## src/rtl/mux_scan_serializer_pkg.sv

```systemverilog
// ---------------------------------------------------------------------------
// mux_scan_serializer_pkg : shared widths, FSM encoding and scan-end helper
// Revision 1.0
// ---------------------------------------------------------------------------
`default_nettype none

package mux_scan_serializer_pkg;

  localparam int SEL_W  = 3;
  localparam int WORD_W = 8;

  typedef enum logic [0:0] {
    IDLE  = 1'b0,
    SHIFT = 1'b1
  } state_e;

  // Highest select when scanning downward, zero when scanning upward.
  function automatic logic [SEL_W-1:0] scan_start(input bit msb_first);
    return msb_first ? SEL_W'(WORD_W - 1) : '0;
  endfunction

endpackage

`default_nettype wire

```

## src/rtl/mux8_1_2_1.sv

```systemverilog
// ---------------------------------------------------------------------------
// mux8_1_2_1 : 8:1 single-bit multiplexer
// Revision 1.0
// ---------------------------------------------------------------------------
`default_nettype none

module mux8_1_2_1
  import mux_scan_serializer_pkg::*;
(
  output logic              out,
  input  logic [SEL_W-1:0]  sel,
  input  logic [WORD_W-1:0] in
);

  assign out = in[sel];

endmodule

`default_nettype wire

```

## src/rtl/mux_scan_serializer.sv

```systemverilog
// ---------------------------------------------------------------------------
// mux_scan_serializer : valid/ready word loader scanning an 8:1 mux to serial
// Revision 1.0
// ---------------------------------------------------------------------------
`default_nettype none

module mux_scan_serializer
  import mux_scan_serializer_pkg::*;
#(
  parameter bit MSB_FIRST = 1'b0
) (
  input  logic              clk,
  input  logic              rst,
  input  logic              load_valid,
  input  logic [WORD_W-1:0] load_data,
  output logic              load_ready,
  input  logic              ser_ready,
  output logic              ser_valid,
  output logic              ser_out,
  output logic              ser_first,
  output logic              ser_last,
  output logic [SEL_W-1:0]  sel,
  output logic              busy
);

  localparam logic [SEL_W-1:0] C_START = scan_start(MSB_FIRST);
  localparam logic [SEL_W-1:0] C_END   = scan_start(!MSB_FIRST);

  state_e              r_state, w_state_nxt;
  logic [WORD_W-1:0]   r_data,  w_data_nxt;
  logic [SEL_W-1:0]    r_sel,   w_sel_nxt;
  logic                w_accept;
  logic                w_xfer;
  logic                w_mux_out;

  always_ff @(posedge clk) begin
    if (rst) begin
      r_state <= IDLE;
      r_data  <= '0;
      r_sel   <= '0;
    end else begin
      r_state <= w_state_nxt;
      r_data  <= w_data_nxt;
      r_sel   <= w_sel_nxt;
    end
  end

  assign ser_valid  = (r_state == SHIFT);
  assign busy       = ser_valid;
  assign ser_first  = ser_valid & (r_sel == C_START);
  assign ser_last   = ser_valid & (r_sel == C_END);
  assign sel        = r_sel;

  // A new word may enter while idle or alongside the final beat, so words
  // stream back-to-back without a bubble.
  assign load_ready = !rst & (!ser_valid | (ser_last & ser_ready));
  assign w_accept   = load_valid & load_ready;
  assign w_xfer     = ser_valid & ser_ready;

  always_comb begin
    w_state_nxt = r_state;
    w_data_nxt  = r_data;
    w_sel_nxt   = r_sel;
    if (w_accept) begin
      w_state_nxt = SHIFT;
      w_data_nxt  = load_data;
      w_sel_nxt   = C_START;
    end else if (w_xfer) begin
      if (ser_last) begin
        w_state_nxt = IDLE;
        w_sel_nxt   = '0;
      end else begin
        w_sel_nxt = MSB_FIRST ? (r_sel - 1'b1) : (r_sel + 1'b1);
      end
    end
  end

  mux8_1_2_1 u_mux (
    .out (w_mux_out),
    .sel (r_sel),
    .in  (r_data)
  );

  assign ser_out = w_mux_out & ser_valid;

endmodule

`default_nettype wire

```

## config.mk

```make
export PLATFORM = sky130hd
export DESIGN_NAME = mux_scan_serializer
export DESIGN_NICKNAME = d
export VERILOG_FILES = /design/src/rtl/mux_scan_serializer_pkg.sv /design/src/rtl/mux8_1_2_1.sv /design/src/rtl/mux_scan_serializer.sv
export SDC_FILE = /design/constraint.sdc
export NUM_CORES = 1
export LEC_CHECK = 0
export ABC_CLOCK_PERIOD_IN_PS = 2300
export CORE_MARGIN = 4
export CORE_UTILIZATION = 31
export CTS_CLUSTER_DIAMETER = 150
export CTS_CLUSTER_SIZE = 30
export DETAILED_ROUTE_END_ITERATION = 10
export GPL_ROUTABILITY_DRIVEN = 1
export GPL_TIMING_DRIVEN = 0
export PLACE_DENSITY_LB_ADDON = 0.12
export REMOVE_ABC_BUFFERS = 1
export SKIP_CTS_REPAIR_TIMING = 1
export SLEW_MARGIN = 20
export SYNTH_ARGS = -nofsm -noshare
export SYNTH_HDL_FRONTEND = slang
export SYNTH_SLANG_ARGS = --single-unit
```

## constraint.sdc

```tcl
create_clock -name clk -period 2.3 [get_ports clk]
set_input_delay 0.46 -clock clk [delete_from_list [all_inputs] [get_ports clk]]
set_output_delay 0.46 -clock clk [all_outputs]
set_load 0.05 [all_outputs]
```

# Word level (Yosys, flattened, before mapping)
# Cells that the tools add are included.
[word_totals]
regBits = 12
wordCells = 27
input_bits = 12
[op_classes]
reduce_logical = 7
magnitude_cmp = 1
n_eq_ne = 1
n_addsub = 1
n_bitwise = 8
mux = 6
[ops]
columns = ["cell", "count"]
rows = [
  ["$and 1x1->1", 7],
  ["$lt 3x4->1 const B", 1],
  ["$mux 1", 4],
  ["$reduce_bool 2->1", 2],
  ["$add 3x1->3 const B", 1],
  ["$bmux 1 s3", 1],
  ["$eq 3x3->1 const B", 1],
  ["$logic_not 3->1", 1],
  ["$mux 3", 1],
  ["$logic_not 1->1", 2],
  ["$reduce_and 2->1", 1],
  ["$reduce_or 2->1", 1],
  ["$or 1x1->1", 1],
]

# Logic depth before layout (Yosys ltp)
[depth]
depth_word = 8
mapped_depth = 6
mapped_depth_nobuf = 5

# Cells and area by module
# From an unflattened synthesis, not the netlist that was laid out.
[unflattened]
cells_unflattened = 59
hier_area_um2 = 684.4
[by_module_without_submodules]
columns = ["module", "cells_per_inst", "instances", "area_each_um2", "seq_area_each_um2"]
rows = [
  ["mux_scan_serializer", 56, 1, 620.6, 240.2],
  ["mux8_1_2_1", 3, 1, 63.8, 0.0],
]

# Worst setup path before layout
# OpenSTA, ideal clock, no wires.
[synth_path]
path_kind = "register to output"
start = "register r_sel[1] (netlist: sel[1])"
end = "output port load_ready"
path_slack_ps = -73
arrival_ps = 1913
stages_incl_launch_ff = 5
t_required_ps = 1840
cell_sequence = "dfxtp_1 > ha_1 > ha_1 > a21boi_4 > nor2_1"
[synth_between]
elab_chain_len = 5
[synth_lines]
columns = ["element", "line_no", "text"]
rows = [
  ["from (decl)", "mux_scan_serializer.sv:31", "logic [SEL_W-1:0] r_sel, w_sel_nxt;"],
  ["from (signal assigned)", "mux_scan_serializer.sv:44", "r_sel <= w_sel_nxt;"],
  ["$eq 3x3->1", "mux_scan_serializer.sv:51", "assign ser_last = ser_valid & (r_sel == C_END);"],
  ["$and 1x1->1", "mux_scan_serializer.sv:51", ""],
  ["$and 1x1->1", "mux_scan_serializer.sv:56", "assign load_ready = !rst & (!ser_valid | (ser_last & ser_ready));"],
  ["$or 1x1->1", "mux_scan_serializer.sv:56", ""],
  ["$and 1x1->1", "mux_scan_serializer.sv:56", ""],
  ["to (decl)", "mux_scan_serializer.sv:16", "output logic load_ready,"],
]
# Every way passes these cells.

# Worst setup path in the final report
[layout_path]
start = "register r_sel[1] (netlist: sel[1])"
end = "output port ser_last"
[layout_between]
elab_chain_len = 2
[layout_lines]
columns = ["element", "line_no", "text"]
rows = [
  ["$eq 3x3->1", "mux_scan_serializer.sv:51", ""],
  ["$and 1x1->1", "mux_scan_serializer.sv:51", ""],
  ["to (decl)", "mux_scan_serializer.sv:21", "output logic ser_last,"],
]
# Every way passes these cells.

==> results.toml <==
[run_status]
outcome = "completed"

[clock_network]
htree_levels = 1
clkTransAtPathRegs_ps = 70
tritoncts = "built"
clk_path_buf_depth = 2
clock-sinks = 12
cts_root_buf = "clkbuf_4"
clock_latency_ps = 260
cts-buffers-inserted = 3

[timing]
hold_viol_final = 0
slew_viol_final = 0
slew_headroom_pct = 55.2
timing.final.crit_share_pct = 95.0
rsz0062_at_grt = "no"
setup_viol = 0
hold_slack_ps = 600
tightestPinTransition_ps = 672
period_needed_ps = 2180
fin_skew_ps = 3.07
clock.fmax_mhz = 458

[min_path]
hold_depth = 2
hold_path.class = "reg -> reg"

[setup_path]
cpLargestDelayFamily = "flip-flops"
crit_top_cell = "ha_1"
cp-end-kind = "output port"
crit_type = "reg -> out"
crit_arrival_ps = 1720
worstSetupStartpointType = "flop"
reg2reg_slack_ps = 270
r2r_cells = 5
crit_cells = 4
path_buf_inv = 1
cp_slowest_cell = "dfxtp_1"
path_cells = "ha_1, ha_1, and2_2, dlymetal6s2s_1"
cpPeakStageDelay_ps = 450
path_max_fanout = 6
cp.required_ps = 1840

[logic_synthesis]
synth_cells = 59
synthMuxAreaShare_pct = 25.3
syn_area_um2 = 693
syn_area_per_cell_um2 = 11.7
synth-seq-cells = 12
synth-seq-area-share_pct = 34.7
synth_compound_area_share_pct = 6.50
ys_types = 24
yosysWarnings = 0
synth_top_family_by_area = "multiplexers"
synth-xor-area-share_pct = 0
synthAdderAreaFrac_pct = 5.42
synthSimpleGateAreaFrac_pct = 23.3

[layout]
antenna_cells = 0
layout_common_cells = "16 x clkdlybuf4s50_1, 12 x dfxtp_1, 8 x mux2_4, 6 x and2b_2"
nets = 96
area_delta_synth_final_pct = 34.5
final_common_cell = "clkdlybuf4s50_1"
seqCellArea_um2 = 240
final_layout_size_suffix_gt1_share_pct = 32.9
finalNonFillerCells = 106
fin_util_pct = 45.6
fillCellCount = 211
multi_input_area_um2 = 425

[power_and_ir_drop]
power_leakage_nw = 0.438
power.density_mw_per_mm2 = 495
vdd_ir_drop_max_uv = 242

[grt]
antenna_found_initial = 0
track_usage_pct = 8.55
grt_pass1_wl_um = 2050
gr-total-overflow = 0
grt_pass1_vias = 461
grt_max_degree = 15

[placement]
placed_cells = 103
numPortBuffers = 20
place_congestion = 0.665

[route]
vias = 480
routed_via_density = 4.53
wl_per_cell_um = 11.5
drc_errors = 0
drtAntennaViolNets = 0
first_iter_violations = 8
drt_first_pass_iters = 2
routed_wl_um = 1220

[floorplan]
start_util_pct = 33.9
die-area_mm2 = 0.00306
die_width_um = 55.3
fp.dieH_um = 55.3
core-area_mm2 = 0.00204
pin_count = 21
num_rows = 16

[job]
maxCapViolations = 0
-- kinds of logic (layout without fill, tap and decap cells) --
kind of cell             after synthesis  in the layout
AO/OA/AOI/OAI                          5              5
adder cells (fa/ha/maj)                3              3
buffers and inverters                  5             25
flip-flops                            12             12
multiplexers                          11             11
AND/OR/NAND/NOR                       23             23
-- metrics by stage --
stage | TNS, ps | setup slack (ps) | power, W | instance area [µm²]
global route | 0 | 11.3 | 0.000487 | 932
detailed placement | -2210 | -280 | 0.000342 | 901
global placement | -2580 | -302 | 0.000341 | 901
finish | 0 | 115 | 0.000462 | 932
floorplan | -626 | -74.6 | 0.000299 | 667
CTS | -1010 | -351 | 0.000468 | 923
-- registers in the layout, indices dropped and copies added (netlist names) --
| register | cells |
|---|---|
| busy | 1 |
| r_data | 8 |
| sel | 3 |
-- layer usage --
layer  vias to the layer above  wire length, µm  track usage [%]
met4                         0               12             6.25
met1                       210              616             10.5
li1                        252                -                -
met2                        16              511             12.0
met3                         2               77             3.26
met5                         -                0                0
-- where the power goes --
group          internal, W  total [W]  switching [W]
Sequential        0.000220   0.000228     0.00000844
Clock            0.0000604   0.000125      0.0000650
Combinational    0.0000588   0.000108      0.0000488
Total             0.000339   0.000462       0.000122
-- Yosys cell counts --
cell type,n,area share [%]
and2b_1,2,2.2
and4b_2,1,1.6
nor3b_1,1,1.1
inv_1,2,1.1
and2_2,1,1.1
or3_1,1,0.90
buf_4,2,2.2
nand2_1,3,1.6
dfxtp_1,12,35
a21boi_2,1,1.6
ha_1,3,5.4
a21oi_1,2,1.4
mux4_2,2,6.5
nor2_1,3,1.6
buf_6,1,1.6
nor3_1,2,1.4
and3b_2,1,1.4
o21ai_0,1,0.72
and2b_2,6,7.6
mux2i_1,1,1.4
mux2_4,8,17
nor2b_1,1,0.90
a21boi_4,1,2.7
nor3b_2,1,1.8
-- final cells by class --
cell class	instances	share of cell area, %
clock buffers	3	2.42
well taps	27	3.62
inverters	2	0.805
multi-input cells	42	45.6
repair buffers	20	21.7
flip-flops and latches	12	25.8
-- worst register-to-register path, delay by kind of cell (launching register included) --
family                   cells  cell delay, ps
flip-flops                   1             450
adder cells (fa/ha/maj)      2             440
multiplexers                 1             350
AND/OR/NAND/NOR              1             580
AO/OA/AOI/OAI                1             100
-- worst paths after layout --
kind | endpoint | from
worst min register to register | sel[0]$_SDFFE_PP0P_ | busy$_SDFFE_PP0P_
worst min-delay path | sel[0]$_SDFFE_PP0P_ | busy$_SDFFE_PP0P_
worst max-delay path | ser_last | sel[1]$_SDFFE_PP0P_
worst max register to register | r_data[2]$_SDFFE_PP0P_ | sel[1]$_SDFFE_PP0P_
Note: power is estimated with default switching activity, not from simulation.
